--- config.mk ---
export PLATFORM = sky130hd
export DESIGN_NAME = hazard_ctrl
export DESIGN_NICKNAME = d
export VERILOG_FILES = /design/src/rtl/hazard_pkg.sv /design/src/rtl/md_tracker.sv /design/src/rtl/hazard_ctrl.sv
export SDC_FILE = /design/constraint.sdc
export NUM_CORES = 1
export LEC_CHECK = 0
export CAP_MARGIN = 15
export CORE_MARGIN = 3
export CORE_UTILIZATION = 41
export CTS_BUF_LIST = sky130_fd_sc_hd__clkbuf_8
export DETAILED_ROUTE_END_ITERATION = 16
export PLACE_DENSITY = 0.83
export SYNTH_ARGS = -nofsm -noshare
export SYNTH_HDL_FRONTEND = slang
export SYNTH_HIERARCHICAL = 1
export SYNTH_SLANG_ARGS = --single-unit
--- constraint.sdc ---
create_clock -name clk -period 2.4 [get_ports clk]
set_input_delay 0.36 -clock clk [delete_from_list [all_inputs] [get_ports clk]]
set_output_delay 0.36 -clock clk [all_outputs]
set_load 0.01 [all_outputs]
--- src/rtl/hazard_pkg.sv ---
// hazard_pkg: forward-select encodings, default register-index width and the forward priority helper
package hazard_pkg;
    localparam int DEF_REG_AW = 5;
    localparam logic [1:0] FWD_RF  = 2'b00;
    localparam logic [1:0] FWD_WB  = 2'b01;
    localparam logic [1:0] FWD_MEM = 2'b10;
    function automatic logic [1:0] fwd_sel(input logic hit_m, input logic hit_w);
        return hit_m ? FWD_MEM : hit_w ? FWD_WB : FWD_RF;
    endfunction
endpackage

--- src/rtl/md_tracker.sv ---
// md_tracker: tracks one in-flight multi-cycle op (busy flag, latency down-counter, latched destination)
//   in : clk, rst (sync, active-high), issue, issue_rd
//   out: busy, done (last busy cycle), rd (latched destination)
module md_tracker import hazard_pkg::*; #(
    parameter int REG_AW = DEF_REG_AW,
    parameter int MD_LAT = 4
) (
    input  logic              clk,
    input  logic              rst,
    input  logic              issue,
    input  logic [REG_AW-1:0] issue_rd,
    output logic              busy,
    output logic              done,
    output logic [REG_AW-1:0] rd
);
    localparam int CW = $clog2(MD_LAT);
    logic              busy_q, busy_d;
    logic [CW-1:0]     cnt_q, cnt_d;
    logic [REG_AW-1:0] rd_q, rd_d;
    logic              last;
    // An issue seen while busy is a protocol violation and is dropped.
    always_comb begin
        last   = cnt_q == '0;
        busy_d = busy_q ? !last : issue;
        cnt_d  = busy_q ? (last ? cnt_q : cnt_q - CW'(1)) : (issue ? CW'(MD_LAT - 1) : cnt_q);
        rd_d   = (!busy_q && issue) ? issue_rd : rd_q;
    end
    always_ff @(posedge clk) begin
        if (rst) begin
            busy_q <= 1'b0;
            cnt_q  <= '0;
            rd_q   <= '0;
        end else begin
            busy_q <= busy_d;
            cnt_q  <= cnt_d;
            rd_q   <= rd_d;
        end
    end
    assign busy = busy_q;
    assign done = busy_q && last && !rst;
    assign rd   = rd_q;
endmodule

--- src/rtl/hazard_ctrl.sv ---
// hazard_ctrl: pipeline hazard unit -- operand forwarding, load-use and multi-cycle stalls, branch flushes, stall counter
//   in : clk, rst (sync, active-high), Rs1_D/Rs2_D, Rs1_E/Rs2_E/RD_E, LoadE, PCSrcE,
//        RegWriteM/RD_M, RegWriteW/RD_W, MdIssueE/MdRdE
//   out: ForwardAE/ForwardBE, StallF/StallD/FlushD/FlushE, MdBusy/MdDone, StallCnt
//   macro HAZARD_MD_EN: enables the multi-cycle op tracker and its stall; otherwise MdIssueE/MdRdE are ignored
module hazard_ctrl import hazard_pkg::*; #(
    parameter int REG_AW = DEF_REG_AW,
    parameter int MD_LAT = 4,
    parameter int CNT_W  = 16
) (
    input  logic              clk,
    input  logic              rst,
    input  logic [REG_AW-1:0] Rs1_D,
    input  logic [REG_AW-1:0] Rs2_D,
    input  logic [REG_AW-1:0] Rs1_E,
    input  logic [REG_AW-1:0] Rs2_E,
    input  logic [REG_AW-1:0] RD_E,
    input  logic              LoadE,
    input  logic              PCSrcE,
    input  logic              RegWriteM,
    input  logic [REG_AW-1:0] RD_M,
    input  logic              RegWriteW,
    input  logic [REG_AW-1:0] RD_W,
    input  logic              MdIssueE,
    input  logic [REG_AW-1:0] MdRdE,
    output logic [1:0]        ForwardAE,
    output logic [1:0]        ForwardBE,
    output logic              StallF,
    output logic              StallD,
    output logic              FlushD,
    output logic              FlushE,
    output logic              MdBusy,
    output logic              MdDone,
    output logic [CNT_W-1:0]  StallCnt
);
    logic             md_busy, md_done, md_stall, lw_stall, stall;
    logic [CNT_W-1:0] stall_cnt_q, stall_cnt_d;
`ifdef HAZARD_MD_EN
    logic [REG_AW-1:0] md_rd;
    md_tracker #(.REG_AW(REG_AW), .MD_LAT(MD_LAT)) u_md (
        .clk      (clk),
        .rst      (rst),
        .issue    (MdIssueE),
        .issue_rd (MdRdE),
        .busy     (md_busy),
        .done     (md_done),
        .rd       (md_rd)
    );
    assign md_stall = md_busy && md_rd != '0 && (md_rd == Rs1_D || md_rd == Rs2_D);
`else
    logic unused_md;
    assign unused_md = ^{MdIssueE, MdRdE};
    assign md_busy   = 1'b0;
    assign md_done   = 1'b0;
    assign md_stall  = 1'b0;
`endif
    // A taken branch squashes the stalled instruction anyway, so it overrides the stall.
    always_comb begin
        lw_stall    = LoadE && RD_E != '0 && (RD_E == Rs1_D || RD_E == Rs2_D);
        stall       = !rst && !PCSrcE && (lw_stall || md_stall);
        ForwardAE   = rst ? FWD_RF : fwd_sel(RegWriteM && RD_M != '0 && RD_M == Rs1_E,
                                             RegWriteW && RD_W != '0 && RD_W == Rs1_E);
        ForwardBE   = rst ? FWD_RF : fwd_sel(RegWriteM && RD_M != '0 && RD_M == Rs2_E,
                                             RegWriteW && RD_W != '0 && RD_W == Rs2_E);
        stall_cnt_d = (stall && !(&stall_cnt_q)) ? stall_cnt_q + CNT_W'(1) : stall_cnt_q;
    end
    always_ff @(posedge clk) begin
        if (rst) stall_cnt_q <= '0;
        else     stall_cnt_q <= stall_cnt_d;
    end
    assign StallF   = stall;
    assign StallD   = stall;
    assign FlushD   = !rst && PCSrcE;
    assign FlushE   = (!rst && PCSrcE) || stall;
    assign MdBusy   = md_busy;
    assign MdDone   = md_done;
    assign StallCnt = stall_cnt_q;
endmodule

==> results of run 1 <==
-- stage by stage --
| step | TNS (ns) | hold WS (ns) | power [mW] | setup slack [ns] | cells |
|---|---|---|---|---|---|
| after CTS | 0 | 0.532 | 0.736 | 0.0162 | 307 |
| after global placement | -2.15 | 0.511 | 0.489 | -0.403 | 303 |
| after global routing | -0.0344 | 0.571 | 0.763 | -0.0344 | 307 |
| after detailed placement | -2.44 | 0.519 | 0.493 | -0.420 | 303 |
| final | 0 | 0.532 | 0.734 | 0.0507 | 307 |
| after floorplan | 0 | 0.528 | 0.355 | 0.317 | 173 |
-- Yosys cell counts (3+ instances only) --
cell type and count:
o211ai_1 3, mux2_2 3, buf_4 4, nand4_1 4
nor2_1 12, nor2b_1 7, or4_1 3, nand2_1 10
clkbuf_1 3, nand3_1 11, xor2_1 8, o41ai_1 4
or2_2 5, or3_1 3, nor4_1 9, nor3_1 8
o21ai_0 3, dfxtp_1 16, xnor2_1 22, and3_1 3
o311ai_0 5
-- path summary, 6_finish.rpt --
kind | from | endpoint | slack [ns] | cells past startpoint
hold / removal | StallCnt[8] | StallCnt[8] | 0.53 | 2
setup / recovery | RD_E[4] | FlushE | 0.05 | 6
setup reg to reg | StallCnt[0] | StallCnt[14] | 0.26 | 6
hold reg to reg | StallCnt[8] | StallCnt[8] | 0.53 | 2
-- critical path, cell delays in order --
cell and delay [ns]:
clkdlybuf4s50_1 0.42, or4_4 0.52, o211ai_4 0.21, nor2_2 0.06
or2_2 0.28, buf_2 0.14
-- layer usage --
metal,global-route usage (%),up-vias,share of wire [%]
li1,-,817,-
met1,26.8,784,43
met2,35.7,62,50
met3,6.33,2,6.8
met4,2.90,0,0.14
met5,0,-,0
-- power by group --
group / switching [mW] / internal [mW] / leakage, nW
Clock: 0.0999 / 0.146 / 0.0288
Sequential: 0.000435 / 0.266 / 0.129
Combinational: 0.0902 / 0.132 / 0.759
Total: 0.191 / 0.544 / 0.917
-- logic make-up (layout without fill, tap and decap cells) --
| kind of cell | Yosys count | after routing | share of synthesized area [%] |
|---|---|---|---|
| flip-flops | 16 | 16 | 23.0 |
| buffers and inverters | 10 | 100 | 3.86 |
| AND/OR/NAND/NOR | 81 | 81 | 32.1 |
| adder cells (fa/ha/maj) | 1 | 1 | 0.898 |
| XOR/XNOR | 30 | 30 | 18.9 |
| multiplexers | 6 | 6 | 5.12 |
| AO/OA/AOI/OAI | 27 | 27 | 15.9 |
| other | 1 | 2 | 0.269 |
-- what timing repair did --
action | CTS | global route
buffers inserted | 0 | 1
gates resized for setup | 19 | 18
setup endpoints to repair | 7 | 7
pin swaps | 2 | 7
-- layout make-up --
type / count / share of cell area [%]
Sequential cell: 16 / 13.7
Timing Repair Buffer: 94 / 36.6
Tap cell: 44 / 2.36
Multi-Input combinational cell: 147 / 44.6
Clock buffer: 4 / 2.36
Inverter: 2 / 0.321
-- layout by cell type (no fill, tap or decap), types with 5 or more instances in the layout --
cell type / n
buf_4: 30
clkdlybuf4s50_1: 50
nand3_1: 11
o311ai_0: 5
or2_2: 5
dlymetal6s2s_1: 7
dfxtp_1: 16
nor3_1: 8
nor2b_1: 7
nor4_1: 8
nor2_1: 10
xnor2_1: 22
xor2_1: 8
nand2_1: 10
==> qor.json, run 1 <==
{
  "yosys": {
    "ys_ff_latch": 16,
    "syn-instance-count": 172,
    "synth_area_sq_mm": 0.00139,
    "synth_edf_count": 0,
    "synth_seq_area_share_pct": 23.0,
    "yosys_warnings": 6,
    "synth_area_leaders": "dfxtp_1 23%, xnor2_1 14%, xor2_1 5.0%, nor4_1 4.0%, nand3_1 3.9%",
    "syn_area_per_cell_sq_um": 8.10,
    "synthDistinctLibCells": 42,
    "synth_top_area_share_pct": 23.0,
    "async_flop_share_pct": 0,
    "synth.largest_area_cell": "dfxtp_1",
    "synth_ff_type": "dfxtp_1"
  },
  "clock_network": {
    "clkSlewWorstSetupHoldPaths_ns": 0.07,
    "cts-hold-fix-buffers": 0,
    "tritoncts_num_sinks": 16,
    "clock_tree.root_cell": "clkbuf_8",
    "cts_tree": "done",
    "cts_made_buffers": 3,
    "source_to_sink_clock_delay_at_the_later_pin_of_the_worst_skew_pair_ns": 0.25,
    "htree_levels": 1,
    "cts_max_path_buffers": 2
  },
  "sta": {
    "timing.clock.skew_ns": 0.00537,
    "fin_crit_ns": 2.35,
    "worst_slew_margin_rel_pct": 62.3,
    "timing.final.hold_violations": 0,
    "final-setup-viol-count": 0,
    "fmaxAchievable_ghz": 0.426,
    "slew_viol_final": 0,
    "timing_worst_slew_pin_value_ns": 0.561,
    "part_of_the_cycle_the_worst_path_needs_pct": 97.9
  },
  "layout": {
    "antenna_cells_inserted": 0,
    "layout.filler_cells": 251,
    "flow.area_growth_from_synthesis_pct": 67.6,
    "design_area_final_sq_mm": 0.00234,
    "largest_register_ffs": 16,
    "finish.utilization_pct": 74.1,
    "final_layout_size_suffix_gt1_share_pct": 23.2,
    "seqCellArea_sq_um": 320,
    "multiInputGateArea_sq_mm": 0.00104,
    "design.final.nets": 312
  },
  "die": {
    "start_util_pct": 44.2,
    "die_height_um": 64.3,
    "die_area_sq_mm": 0.00414,
    "num_rows": 20,
    "dieWidth_um": 64.3,
    "coreArea_sq_mm": 0.00315,
    "io_pins": 73
  },
  "global_route": {
    "grt_antenna_before_repair": 0,
    "grt_pass1_wl_mm": 7.12,
    "pin_count_of_the_biggest_net_entering_global_routing": 24,
    "vias_in_the_first_global_route": 1610,
    "grtUsageTotal_pct": 21.0,
    "gr-total-overflow": 0
  },
  "drt": {
    "detail_route.wl_per_cell_um": 14.2,
    "drtAntennaViolNets": 0,
    "drc": 0,
    "firstDrtPassIters": 4,
    "detail_route.iter0.violations": 122,
    "routed_wl_mm": 4.35,
    "detail_route.vias_per_cell": 5.42,
    "vias": 1665
  },
  "pwr": {
    "power.density_mw_per_mm2": 314,
    "power.static_leakage_nw": 0.917,
    "ir_drop_uv": 281
  },
  "worst_setup_path": {
    "crit_arrival_ns": 1.99,
    "critPathMaxFanout": 2,
    "worstSetupEndpointType": "output pin",
    "worst-endpoint-required_ns": 2.04,
    "timing_worst_setup_path_type": "in2out",
    "worst_setup_path_start_kind": "input pin"
  },
  "placement": {
    "gp_routability_congestion": 0.872,
    "post_dp_cell_area_sq_mm": 0.00227,
    "place.detailed.hpwl_mm": 3.44,
    "buffer_ports.inserted": 64
  },
  "worst_hold_path": {
    "hold_class": "reg2reg"
  },
  "run": {
    "max_cap_violations": 0
  },
  "run_status": {
    "run_status": "finished clean"
  }
}
No activity file was read; power rests on OpenSTA's default activity.
==> run 2: changes to the inputs <==
--- a/config.mk
+++ b/config.mk
@@ -10,6 +10,7 @@
 export CORE_UTILIZATION = 41
 export CTS_BUF_LIST = sky130_fd_sc_hd__clkbuf_8
 export DETAILED_ROUTE_END_ITERATION = 16
+export HOLD_SLACK_MARGIN = 0.06
 export PLACE_DENSITY = 0.83
 export SYNTH_ARGS = -nofsm -noshare
 export SYNTH_HDL_FRONTEND = slang
==> results of run 2 <==
Final layout, timing and power as in run 1 (identical DEF).
